**src/rtl/shot_pkg.sv**
```systemverilog
// -----------------------------------------------------------------------------
// shot_pkg
//
// Shared definitions for the zapper target side.
//   - Firing FSM state encodings. The firing FSM and the shot resolver import
//     the same constants so their 2-bit interface cannot drift apart.
//   - Resolver state enum. The numeric values are also what appears on the
//     resolver's dbg_state output.
// -----------------------------------------------------------------------------
package shot_pkg;

    // Firing FSM state as seen on fire_state. 2'b10 is unused and ignored.
    localparam logic [1:0] FIRE_RELOAD = 2'b00;
    localparam logic [1:0] FIRE_HOLD   = 2'b01;
    localparam logic [1:0] FIRE_SHOT   = 2'b11;

    typedef enum logic [2:0] {
        IDLE    = 3'd0,
        ARMED   = 3'd1,
        BLANK   = 3'd2,
        TARGET  = 3'd3,
        RESOLVE = 3'd4,
        LEAVE   = 3'd5
    } shot_state_t;

endpackage

```
**src/rtl/sync_2ff.sv**
```systemverilog
// -----------------------------------------------------------------------------
// sync_2ff
//
// Two-flop synchroniser for slow asynchronous inputs such as buttons and
// sensors. It adds two clk cycles of latency. It is not suitable for buses
// whose bits must arrive together.
//
// Parameters:
//   WIDTH    number of independent single-bit inputs
//
// Ports:
//   clk      in   system clock
//   reset_n  in   asynchronous, active-low reset; clears both stages
//   i_d      in   WIDTH  asynchronous input
//   o_q      out  WIDTH  synchronised output
// -----------------------------------------------------------------------------
module sync_2ff #(
    parameter int WIDTH = 1
) (
    input  logic             clk,
    input  logic             reset_n,
    input  logic [WIDTH-1:0] i_d,
    output logic [WIDTH-1:0] o_q
);

    logic [WIDTH-1:0] r_meta;
    logic [WIDTH-1:0] r_sync;

    always_ff @(posedge clk or negedge reset_n) begin
        if (!reset_n) begin
            r_meta <= '0;
            r_sync <= '0;
        end else begin
            r_meta <= i_d;
            r_sync <= r_meta;
        end
    end

    assign o_q = r_sync;

endmodule

```
**src/rtl/shot_resolver.sv**
```systemverilog
// -----------------------------------------------------------------------------
// shot_resolver
//
// Target-side partner of the trigger/firing FSM. When a shot is seen it runs
// the zapper flash sequence: one black frame, then one frame with a white box
// at the duck. It samples the photodiode to decide hit or miss, and it tracks
// the shells left in the duck round. When the round ends (a hit, no shells
// left, or the duck escapes) it pulses leave to clear the firing FSM.
//
// Optional feature (compile-time macro SHOT_RESOLVER_CHEAT_DETECT_EN):
//   Defined   - light seen on the last blank-frame cycle pulses cheat and
//               forces a miss. The shell is still consumed.
//   Undefined - blank-frame light is ignored and cheat stays 0. Frame timing
//               is the same in both builds.
//
// Parameters:
//   SHELLS         shells per duck round (1..7)
//   FLASH_CYCLES   clk cycles per flash frame (blank and target each)
//   SETTLE_CYCLES  first target-frame cycles in which light is ignored
//   ESCAPE_CYCLES  cumulative ARMED cycles before the duck escapes
//
// Ports:
//   clk           in   system clock
//   reset_n       in   asynchronous, active-low reset
//   round_start   in   1-cycle pulse; starts a duck round (IDLE only)
//   fire_state    in   2  firing FSM state (FIRE_* in shot_pkg)
//   light_sense   in   zapper photodiode, asynchronous to clk
//   blank_screen  out  force the display black
//   draw_target   out  draw a white box at the duck position
//   hit           out  1-cycle pulse, duck hit
//   miss          out  1-cycle pulse, shot missed or duck escaped
//   escaped       out  1-cycle pulse, together with miss on timeout
//   cheat         out  1-cycle pulse, light seen during the blank frame
//   shells_left   out  3  shells remaining in the current round
//   leave         out  1-cycle pulse; clears the firing FSM
//   busy          out  high in every state except IDLE
//   dbg_state     out  3  current resolver state (shot_state_t encoding)
//
// Interface timing: round_start and fire_state are sampled on the rising
// edge. All outputs are registered. A shot sampled at edge N drives
// blank_screen during cycles N..N+F-1 and draw_target during N+F..N+2F-1.
// hit/miss/cheat/escaped and the new shells_left are registered at the edge
// that enters RESOLVE, and leave follows one cycle later.
// -----------------------------------------------------------------------------
module shot_resolver
    import shot_pkg::*;
#(
    parameter int SHELLS        = 3,
    parameter int FLASH_CYCLES  = 16,
    parameter int SETTLE_CYCLES = 4,
    parameter int ESCAPE_CYCLES = 1024
) (
    input  logic       clk,
    input  logic       reset_n,
    input  logic       round_start,
    input  logic [1:0] fire_state,
    input  logic       light_sense,
    output logic       blank_screen,
    output logic       draw_target,
    output logic       hit,
    output logic       miss,
    output logic       escaped,
    output logic       cheat,
    output logic [2:0] shells_left,
    output logic       leave,
    output logic       busy,
    output logic [2:0] dbg_state
);

    localparam int FW = (FLASH_CYCLES  > 1) ? $clog2(FLASH_CYCLES)  : 1;
    localparam int EW = (ESCAPE_CYCLES > 1) ? $clog2(ESCAPE_CYCLES) : 1;

    localparam logic [FW-1:0] FRAME_LAST   = FW'(FLASH_CYCLES - 1);
    localparam logic [FW-1:0] SETTLE_FIRST = FW'(SETTLE_CYCLES);
    localparam logic [EW-1:0] ESCAPE_LAST  = EW'(ESCAPE_CYCLES - 1);

    // -------------------------------------------------------------------------
    // Light sensor synchroniser
    // -------------------------------------------------------------------------
    logic w_ls;

    sync_2ff #(
        .WIDTH (1)
    ) u_light_sync (
        .clk     (clk),
        .reset_n (reset_n),
        .i_d     (light_sense),
        .o_q     (w_ls)
    );

    // -------------------------------------------------------------------------
    // State and registered outputs
    // -------------------------------------------------------------------------
    shot_state_t   r_state;
    logic [FW-1:0] r_frame_cnt;
    logic [EW-1:0] r_esc_cnt;
    logic          r_tl;          // light seen inside the target window so far
    logic          r_round_over;  // RESOLVE exits to LEAVE rather than ARMED
    logic [2:0]    r_shells;
    logic          r_blank;
    logic          r_draw;
    logic          r_hit;
    logic          r_miss;
    logic          r_escaped;
    logic          r_cheat;
    logic          r_leave;
    logic          r_busy;

    logic w_shot;
    logic w_frame_last;
    logic w_tl_final;
    logic w_cheat_block;
    logic w_hit;

    assign w_shot       = (fire_state == FIRE_SHOT);
    assign w_frame_last = (r_frame_cnt == FRAME_LAST);

    // The last target cycle is always inside the window (SETTLE < FLASH), so
    // its ls sample is merged in directly rather than waiting another cycle.
    assign w_tl_final = r_tl | w_ls;
    assign w_hit      = w_tl_final & ~w_cheat_block;

`ifdef SHOT_RESOLVER_CHEAT_DETECT_EN
    // Light on the final blank cycle means the zapper is aimed at something
    // other than the screen (a lamp, for example).
    logic r_bl;

    always_ff @(posedge clk or negedge reset_n) begin
        if (!reset_n) begin
            r_bl <= 1'b0;
        end else if (r_state == BLANK && w_frame_last) begin
            r_bl <= w_ls;
        end
    end

    assign w_cheat_block = r_bl;
`else
    assign w_cheat_block = 1'b0;
`endif

    always_ff @(posedge clk or negedge reset_n) begin
        if (!reset_n) begin
            r_state      <= IDLE;
            r_frame_cnt  <= '0;
            r_esc_cnt    <= '0;
            r_tl         <= 1'b0;
            r_round_over <= 1'b0;
            r_shells     <= 3'd0;
            r_blank      <= 1'b0;
            r_draw       <= 1'b0;
            r_hit        <= 1'b0;
            r_miss       <= 1'b0;
            r_escaped    <= 1'b0;
            r_cheat      <= 1'b0;
            r_leave      <= 1'b0;
            r_busy       <= 1'b0;
        end else begin
            // Result outputs are single-cycle pulses unless set below.
            r_hit     <= 1'b0;
            r_miss    <= 1'b0;
            r_escaped <= 1'b0;
            r_cheat   <= 1'b0;
            r_leave   <= 1'b0;

            case (r_state)
                IDLE: begin
                    if (round_start) begin
                        r_shells  <= 3'(SHELLS);
                        r_esc_cnt <= '0;
                        r_busy    <= 1'b1;
                        r_state   <= ARMED;
                    end
                end

                ARMED: begin
                    // A shot on the expiry cycle wins over the escape. The
                    // escape count holds while a shot is being resolved.
                    if (w_shot) begin
                        r_frame_cnt <= '0;
                        r_tl        <= 1'b0;
                        r_blank     <= 1'b1;
                        r_state     <= BLANK;
                    end else if (r_esc_cnt == ESCAPE_LAST) begin
                        r_miss       <= 1'b1;
                        r_escaped    <= 1'b1;
                        r_round_over <= 1'b1;
                        r_state      <= RESOLVE;
                    end else begin
                        r_esc_cnt <= r_esc_cnt + EW'(1);
                    end
                end

                BLANK: begin
                    if (w_frame_last) begin
                        r_frame_cnt <= '0;
                        r_blank     <= 1'b0;
                        r_draw      <= 1'b1;
                        r_state     <= TARGET;
                    end else begin
                        r_frame_cnt <= r_frame_cnt + FW'(1);
                    end
                end

                TARGET: begin
                    if (w_frame_last) begin
                        r_draw       <= 1'b0;
                        r_hit        <= w_hit;
                        r_miss       <= ~w_hit;
                        r_cheat      <= w_cheat_block;
                        r_round_over <= w_hit | (r_shells <= 3'd1);
                        if (r_shells != 3'd0) begin
                            r_shells <= r_shells - 3'd1;
                        end
                        r_state      <= RESOLVE;
                    end else begin
                        // The display needs a few cycles to settle, so the
                        // first target cycles are not sampled.
                        if (r_frame_cnt >= SETTLE_FIRST) begin
                            r_tl <= r_tl | w_ls;
                        end
                        r_frame_cnt <= r_frame_cnt + FW'(1);
                    end
                end

                RESOLVE: begin
                    if (r_round_over) begin
                        r_leave <= 1'b1;
                        r_state <= LEAVE;
                    end else begin
                        r_state <= ARMED;
                    end
                end

                LEAVE: begin
                    r_busy  <= 1'b0;
                    r_state <= IDLE;
                end

                default: begin
                    r_blank <= 1'b0;
                    r_draw  <= 1'b0;
                    r_busy  <= 1'b0;
                    r_state <= IDLE;
                end
            endcase
        end
    end

    assign blank_screen = r_blank;
    assign draw_target  = r_draw;
    assign hit          = r_hit;
    assign miss         = r_miss;
    assign escaped      = r_escaped;
    assign cheat        = r_cheat;
    assign shells_left  = r_shells;
    assign leave        = r_leave;
    assign busy         = r_busy;
    assign dbg_state    = r_state;

endmodule

```
**config.mk**
```make
export PLATFORM = sky130hd
export DESIGN_NAME = shot_resolver
export DESIGN_NICKNAME = d
export VERILOG_FILES = /design/src/rtl/shot_pkg.sv /design/src/rtl/sync_2ff.sv /design/src/rtl/shot_resolver.sv
export SDC_FILE = /design/constraint.sdc
export NUM_CORES = 1
export LEC_CHECK = 0
export ABC_CLOCK_PERIOD_IN_PS = 4500
export BUFFER_PORTS_ARGS = -buffer_cell sky130_fd_sc_hd__buf_2
export CAP_MARGIN = 10
export CORE_ASPECT_RATIO = 0.75
export CORE_UTILIZATION = 49
export CTS_CLUSTER_SIZE = 24
export DETAILED_ROUTE_END_ITERATION = 8
export PLACE_DENSITY = 0.72
export SETUP_SLACK_MARGIN = 0.1
export SYNTH_ARGS = -nofsm -noshare
export SYNTH_HDL_FRONTEND = slang
export SYNTH_HIERARCHICAL = 1
export SYNTH_SLANG_ARGS = --single-unit
```
**constraint.sdc**
```tcl
create_clock -name clk -period 4.5 [get_ports clk]
set_input_delay 0.9 -clock clk [delete_from_list [all_inputs] [get_ports clk]]
set_output_delay 0.9 -clock clk [all_outputs]
set_load 0.01 [all_outputs]
```
==> metrics.txt, run 1 <==
dominant synthesized flop cell dfrtp_1; clock skew 4.437 ps; die area 0.003588 mm2; ANT cells 0; hold path cells 0; largest net degree at the start of global routing 32; all-layer global routing usage 23.22%; CP max stage cell dfrtp_1; port bufs 18; Clock transition at path regs 60 ps; Non-Filler Instances 234; WP data arrival 1170 ps; critical path capture point type output pin; Reg2Reg Setup Slack 2620 ps; detailed-route wire length per cell 15.25 um; global route total overflow 0; # resized after CTS 0; Placeable Area 0.003063 mm2; number of core rows 17; Mapped Nets 188; R2R cell count 4; Top delay family on crit path flip-flops; Syn Std Cell Area 0.001642 mm2; Distinct cells, synth 40; crit path max fanout 16; Final Hold Vio Count 0; P&R area growth vs syn 11.81%; synthesized area per cell 9.274 um2; critical path class reg2out; first-pass GRT wire length 5.796 mm; # nets final 207; # Post-CTS Setup Buffers 0; H-tree levels 2; Final setup viols 0; FMAX 482.2 MHz; die width 68.84 um; Root Buffer clkbuf_8; Num CTS Buffers 5; Initial DRC Count 129; Worst-Skew Late Latency 280 ps; post-synthesis sequential area ratio 47.26%; Place WS 2572 ps; total wire length 3.568 mm; post-route ant nets 0; Post-DP Area 0.001748 mm2; initial antenna violation count 0; slowest stage delay, CP 670 ps; yosys warns 6; Crit path depth 1; peak supply drop 0.0003490 V; initial core utilization 53.59%; TNS Setup 0 ps; PwrDens 611.8 mW/mm2; Top-Level Pins 20; Tcrit/Tclk final 46.08%; Hold Buf Count CTS 0; fraction of registers with async set/reset 100.0%; hold crit path type reg2reg; Cells after Synth 177; startpoint types register; share of cells above drive strength 1 14.80%; Vias 1419; CP bufs+invs 1; EDFF count, synth 0; Least-Margin Pin Slew 668.6 ps; Clock Tree Buf Depth 2; Cell Chain, Critical Path buf_2; run status finished, final reports clean; final slew viol count 0; CTS tree done; headroom to the max-slew limit 55.43%; Crit path required time 3600 ps; FF+latch count, synth 31; cell area after layout 0.001836 mm2; Final GP Congestion 0.8935; Max-Cap Viols 0; vias per inst 6.064; cell count after placement 227; die outline height 52.13 um; final setup margin 2426 ps; DRC 0; leak pwr 0.0008434 uW; DR pass1 iterations 4; vias in the first global route 1206; hpwl dp 2.472 mm; min cycle time layout 2074 ps; RSZ-0062 raised after global routing no; clock sink count 31
-- cell usage after synthesis (2+ instances only) --
cell type   n  area share (%)
a21oi_1     7             2.1
a31oi_1    10             3.8
a41oi_1     3             1.6
and3_1      2            0.76
buf_2       4             1.2
dfrtp_1    31              47
ha_1        5             3.8
inv_1      11             2.5
nand2_1    17             3.9
nand3_1    12             3.7
nand3b_1    3             1.4
nand4_1     4             1.5
nor2_1     14             3.2
nor2b_1     3             1.1
nor3_1      7             2.1
o211ai_1    4             1.8
o21ai_0    15             4.6
o22ai_1     3             1.1
-- stage by stage --
step	util [%]	hold slack, ps	total power (uW)
2_1_floorplan	-	331.2	776.4
3_3_place_gp	57.07	336.2	887.7
3_5_place_dp	57.07	346.4	899.7
4_1_cts	59.93	360.6	1129
5_1_grt	59.93	374.0	1211
6_report	59.93	359.1	1123
-- power breakdown --
part,switching (uW),internal (uW),total (uW)
Clock,95.9,120,216
Combinational,241,168,409
Sequential,138,361,499
Total,474,649,1120
-- per-layer routing --
layer	track usage (%)	part of all wire (%)	vias to the layer above
met5	0	0	-
met4	7.823	1.0	0
met3	8.772	6.5	5
met2	30.72	44	63
met1	33.98	49	664
li1	-	-	687
-- final cells by class --
class | instances | area [um2]
fill | 267 | 1227
multi-input combinational | 129 | 793.3
sequential | 31 | 775.7
timing repair buffer | 18 | 90.09
clock buffer | 6 | 82.58
tap | 38 | 47.55
inverter | 11 | 41.29
clock inverter | 1 | 5.005
-- final timing paths --
path / from / to
max in group asynchronous: reset_n / shells_left[0]
min in group asynchronous: reset_n / r_esc_cnt[3]
worst max-delay path: dbg_state[1] / dbg_state[1]
worst min register to register: u_light_sync/r_meta / u_light_sync/o_q
worst min-delay path: u_light_sync/r_meta / u_light_sync/o_q
worst max register to register: dbg_state[0] / r_esc_cnt[9]
-- sequential cells by signal, indices dropped and copies added (netlist names), 3 cells and up --
register     flops
dbg_state        3
r_frame_cnt      4
r_esc_cnt       10
shells_left      3
-- cells in the final DEF, fill, tap and decap left out, types with 2 or more instances in the layout --
master / count
ha_1: 5
o211ai_1: 4
nor2b_1: 3
o21ai_0: 15
nor3_1: 7
nor2_1: 14
and3_1: 2
o22ai_1: 3
inv_1: 11
a41oi_1: 3
nand2_1: 17
nand3b_1: 3
dfrtp_1: 31
buf_2: 18
clkbuf_8: 6
nand4_1: 4
a31oi_1: 10
nand3_1: 12
a21oi_1: 7
-- kinds of logic after synthesis --
| group | after synthesis | share of synthesized area [%] |
|---|---|---|
| fa+ha+maj | 5 | 3.811 |
| xor+xnor | 1 | 0.5336 |
| other cells | 1 | 0.2284 |
| simple gates | 70 | 22.79 |
| buf+inv | 17 | 4.421 |
| flops | 31 | 47.26 |
| mux | 2 | 1.296 |
| compound gates | 50 | 19.67 |
Note: power is estimated with default switching activity, not from simulation.
==> run 2: changes to the inputs <==
--- a/config.mk
+++ b/config.mk
@@ -5,14 +5,14 @@
 export SDC_FILE = /design/constraint.sdc
 export NUM_CORES = 1
 export LEC_CHECK = 0
-export ABC_CLOCK_PERIOD_IN_PS = 4500
+export ABC_CLOCK_PERIOD_IN_PS = 1800
 export BUFFER_PORTS_ARGS = -buffer_cell sky130_fd_sc_hd__buf_2
 export CAP_MARGIN = 10
 export CORE_ASPECT_RATIO = 0.75
 export CORE_UTILIZATION = 49
 export CTS_CLUSTER_SIZE = 24
 export DETAILED_ROUTE_END_ITERATION = 8
-export PLACE_DENSITY = 0.72
+export PLACE_DENSITY = 0.75
 export SETUP_SLACK_MARGIN = 0.1
 export SYNTH_ARGS = -nofsm -noshare
 export SYNTH_HDL_FRONTEND = slang
==> constraint.sdc (replaced) <==
create_clock -name clk -period 1.8 [get_ports clk]
set_input_delay 0.36 -clock clk [delete_from_list [all_inputs] [get_ports clk]]
set_output_delay 0.36 -clock clk [all_outputs]
set_load 0.01 [all_outputs]
==> metrics.txt, run 2 (synthesis results as in run 1) <==
run status finished, final reports clean; crit path max fanout 7 (-9); all-layer global routing usage 24.46% (+1.2 points); TNS Setup 0 ps (unchanged); Post-DP Area 0.001808 mm2 (+3.4%); hpwl dp 2.676 mm (+8.3%); Fill cells 258 (-3.4%); end-of-flow core utilization 64.91% (+5.0 points); DR pass1 iterations 4 (unchanged); commonest cells after routing, fill and taps aside 30 x dfrtp_1, 18 x buf_2, 17 x nand2_1; Num CTS Buffers 5 (unchanged); crit path from dbg_state[2]; Least-Margin Pin Slew 674.9 ps (+6.307 ps); number of flip-flops in the largest register 10 (unchanged); H-tree levels 2 (unchanged); final slew viol count 0 (unchanged); number of core rows 17 (unchanged); # nets final 222 (+7.2%); WP data arrival 1840 ps (+670 ps); critical path class reg2reg; total power draw 3116 uW (+180%); slowest stage delay, CP 510 ps (-160 ps); cell area after layout 0.001988 mm2 (+8.3%); Top-Level Pins 20 (unchanged); clock sink count 31 (unchanged); Tcrit/Tclk final 91.78%; detailed-route wire length per cell 15.68 um (+2.8%); Reg2Reg Setup Slack 150 ps (-2470 ps); Clock Tree Buf Depth 2 (unchanged); peak supply drop 0.0008851 V (+150%); post-route ant nets 0 (unchanged); die width 68.84 um (unchanged); Cell Chain, Critical Path or3b_1 -> a21oi_4 -> nand2_1 -> a31oi_1; Hold Buf Count CTS 0 (unchanged); critical path capture point type register; initial antenna violation count 0 (unchanged); die area 0.003588 mm2 (unchanged); FMAX 605.3 MHz; vias per inst 6.052 (-0.20%); share of cells above drive strength 1 23.11% (+8.3 points); Max-Cap Viols 0 (unchanged); RSZ-0062 raised after global routing yes; ANT cells 0 (unchanged); DRC 0 (unchanged); Final GP Congestion 0.8603 (-3.7%); Final setup viols 0 (unchanged); clock skew 7.266 ps (+2.830 ps); Initial DRC Count 146 (+13%); leak pwr 0.0009159 uW (+8.6%); headroom to the max-slew limit 55.01% (-0.42 points); CP max stage cell or3b_1; hold crit path type in2async; Worst-Skew Late Latency 290 ps (about the same); commonest non-fill, non-tap cell in the layout dfrtp_1; r2r startpoint dbg_state[2]; initial core utilization 53.59% (unchanged); startpoint types register; PwrDens 1567 mW/mm2 (+160%); Crit path required time 1990 ps (-1610 ps); R2R cell count 4 (unchanged); CTS tree done; largest net degree at the start of global routing 32 (unchanged); first-pass GRT wire length 6.147 mm (+6.1%); WHS 102.0 ps (-257.1 ps); Vias 1513 (+6.6%); Reg-to-Reg End dbg_state[2]; min cycle time layout 1652 ps; vias in the first global route 1305 (+8.2%); Clock transition at path regs 70 ps (about the same); Root Buffer clkbuf_8; Setup crit end dbg_state[2]; total wire length 3.919 mm (+9.8%); biggest regs r_esc_cnt (10), r_frame_cnt (4); Final Hold Vio Count 0 (unchanged); die outline height 52.13 um (unchanged); P&R area growth vs syn 21.11%; Placeable Area 0.003063 mm2 (unchanged); Reg with most FFs r_esc_cnt; global route total overflow 0 (unchanged); port bufs 18 (unchanged)
-- run 2: where the power goes --
group          switching, uW  leakage [uW]  total (uW)  internal, uW
logic                    761      0.000479        1350           588
clock network            249     0.0000515         597           348
registers                262      0.000385        1170           908
total                   1270      0.000916        3120          1840
-- run 2: stage by stage --
stage          cells  setup slack (ps)
6_report         250             147.9
5_1_grt          250             54.57
4_1_cts          243             105.7
3_5_place_dp     235             69.87
3_3_place_gp     235             143.9
2_1_floorplan    177             264.4
-- run 2: what timing repair did --
item | CTS | global route
buffers inserted | 0 | 6
gates cloned | 0 | 1
gates resized for setup | 0 | 6
endpoints found under the setup margin | 5 | 14
pin swaps | 1 | 3
-- run 2: final cells by class --
cell class / count / area [um2] / share of cell area, %
tap: 38 / 47.55 / 2.391
inverter: 11 / 41.29 / 2.077
sequential: 31 / 777.0 / 39.08
multi-input combinational: 130 / 827.0 / 41.60
timing repair buffer: 32 / 195.2 / 9.817
clock buffer: 8 / 100.1 / 5.035
-- run 2: worst max-delay path, delay by kind of cell (launching register included) --
family	cells	cell delay, ps
DFF	1	470
AOI/OAI and AO/OA	2	440
and+or+nand+nor	2	650
-- run 2: worst min-delay path by stage --
stage | start | endpoint | slack (ps) | cells after the start
6_report | reset_n | r_esc_cnt[7] | 100 | 1
5_1_grt | light_sense | u_light_sync/r_meta | 170 | 1
4_1_cts | reset_n | r_esc_cnt[7] | 140 | 1
3_5_place_dp | u_light_sync/r_meta | u_light_sync/o_q | 330 | 0
3_3_place_gp | u_light_sync/r_meta | u_light_sync/o_q | 330 | 0
2_1_floorplan | reset_n | blank_screen | 60 | 0
-- run 2: metal layers --
layer / wire (um) / up-vias / GRT usage (%)
li1: - / 717 / -
met1: 1787 / 720 / 34.72
met2: 1746 / 66 / 33.66
met3: 320 / 10 / 9.649
met4: 65 / 0 / 7.823
met5: 0 / - / 0
==> run 3: changes to the inputs <==
--- a/config.mk
+++ b/config.mk
@@ -5,7 +5,7 @@
 export SDC_FILE = /design/constraint.sdc
 export NUM_CORES = 1
 export LEC_CHECK = 0
-export ABC_CLOCK_PERIOD_IN_PS = 1800
+export ABC_CLOCK_PERIOD_IN_PS = 1450
 export BUFFER_PORTS_ARGS = -buffer_cell sky130_fd_sc_hd__buf_2
 export CAP_MARGIN = 10
 export CORE_ASPECT_RATIO = 0.75
==> constraint.sdc (replaced) <==
create_clock -name clk -period 1.45 [get_ports clk]
set_input_delay 0.29 -clock clk [delete_from_list [all_inputs] [get_ports clk]]
set_output_delay 0.29 -clock clk [all_outputs]
set_load 0.01 [all_outputs]
==> metrics.txt, run 3 (synthesis results as in run 1) <==
run status complete, but fails checks; failing checks setup timing; end-of-flow core utilization 79.74% (+15 points); Cell Chain, Critical Path nand4_1 -> nor4_4 -> buf_4 -> o21ai_0 -> nand3_2; # nets final 258 (+16%); Max-Cap Viols 0 (unchanged); port bufs 18 (unchanged); leak pwr 0.001130 uW (+23%); vias per inst 6.311 (+4.3%); peak supply drop 0.001194 V (+35%); first-pass GRT wire length 7.769 mm (+26%); post-route ant nets 0 (unchanged); hold crit path type in2reg; hpwl dp 3.048 mm (+14%); Vias 1805 (+19%); global route total overflow 0 (unchanged); Worst-Skew Late Latency 300 ps (about the same); share of cells above drive strength 1 45.16% (+22 points); crit path max fanout 4 (-3); detailed-route wire length per cell 18.09 um (+15%); initial core utilization 53.59% (unchanged); Crit path required time 1680 ps (-310 ps); number of core rows 17 (unchanged); largest net degree at the start of global routing 17 (-47%); Final setup viols 16 (+16); Reg with most FFs r_esc_cnt; CP max stage cell dfrtp_1; die outline height 52.13 um (unchanged); H-tree levels 2 (unchanged); die area 0.003588 mm2 (unchanged); initial antenna violation count 0 (unchanged); clock sink count 31 (unchanged); CTS tree done; cell area after layout 0.002442 mm2 (+23%); P&R area growth vs syn 48.78%; min cycle time layout 1551 ps (-101.4 ps); Place WS -58.32 ps (-128.2 ps); Top-Level Pins 20 (unchanged); FMAX 644.8 MHz (+6.5%); Final Hold Vio Count 0 (unchanged); all-layer global routing usage 30.91% (+6.4 points); Placeable Area 0.003063 mm2 (unchanged); TNS Setup -767.6 ps (-767.6 ps); number of flip-flops in the largest register 10 (unchanged); Root Buffer clkbuf_8; final setup margin -100.8 ps (-248.6 ps); total power draw 4829 uW (+55%); Post-DP Area 0.002013 mm2 (+11%); Num CTS Buffers 5 (unchanged); vias in the first global route 1647 (+26%); critical path capture point type register; commonest non-fill, non-tap cell in the layout buf_4; ANT cells 0 (unchanged); PwrDens 1977 mW/mm2 (+26%); die width 68.84 um (unchanged); biggest regs r_esc_cnt (10), r_frame_cnt (4); CP bufs+invs 1 (+1); total wire length 5.174 mm (+32%); DRC 0 (unchanged); clock skew 7.858 ps (+0.5912 ps); commonest cells after routing, fill and taps aside 41 x buf_4, 25 x dfrtp_1, 17 x buf_2; Final GP Congestion 0.8705 (+1.2%); startpoint types register; final slew viol count 0 (unchanged); Clock Tree Buf Depth 2 (unchanged); slowest stage delay, CP 440 ps (-70 ps); DR pass1 iterations 5 (+1); Initial DRC Count 205 (+40%); WP data arrival 1780 ps (-60 ps); RSZ-0062 raised after global routing yes; critical path class reg2reg; Tcrit/Tclk final 106.9% (+15 points); Clock transition at path regs 60 ps (about the same); Top delay family on crit path simple AND/OR/NAND/NOR gates
-- run 3: cell types whose count changed in the layout (fill, tap and decap cells not counted), sizes merged --
cell | before | now
a21oi | 9 | 8
buf | 32 | 68
clkbuf | 8 | 7
clkinv | 0 | 1
dlygate4sd3 | 0 | 1
-- run 3: path summary, 6_finish.rpt --
check                                         start                   to  slack, ps  cells past startpoint
worst max-delay path                   r_esc_cnt[9]         r_esc_cnt[9]       -100                      5
worst max register to register         r_esc_cnt[9]         r_esc_cnt[9]       -100                      5
max in group asynchronous                   reset_n         r_esc_cnt[0]        580                      3
worst min register to register  u_light_sync/r_meta     u_light_sync/o_q        350                      0
min in group asynchronous                   reset_n                leave        440                      2
worst min-delay path                    light_sense  u_light_sync/r_meta        100                      1
-- run 3: what timing repair did --
action / CTS / global route
hold buffers: 1 / 0
endpoints found under the setup margin: 25 / 26
endpoints found under the hold margin: 15 / 0
resized for setup: 21 / 23
pin swaps: 15 / 10
setup buffers: 18 / 5
-- run 3: per-layer routing --
layer	share of wire, %	global-route usage, %	routed length, um
met3	8.3	7.456	431
met2	46	46.57	2404
met4	3.1	17.69	159
met5	0	0	0
met1	42	40.19	2180
-- run 3: stage by stage --
stage          std cells  hold WS, ps
2_1_floorplan        177       -5.591
3_3_place_gp         254        227.9
3_5_place_dp         254        225.1
4_1_cts              281        99.58
5_1_grt              286        99.28
6_report             286        100.9
-- run 3: power by group --
part	switching [uW]	internal, uW	total [uW]
logic	1360	1340	2700
clock network	340	336	677
registers	313	1140	1450
total	2010	2820	4830
-- run 3: cell type report --
type	count	area [um2]
multi-input cells	129	964.7
repair buffers	69	524.3
fillers	181	620.6
inverters	11	41.29
clock inverters	1	5.005
flip-flops and latches	31	783.3
well taps	38	47.55
clock buffers	7	76.32
-- run 3: worst register-to-register path, cell delays in order, from the launching register on --
cell and delay [ps]:
dfrtp_1 440, nand4_1 210, nor4_4 420, buf_4 190
o21ai_0 120, nand3_2 120
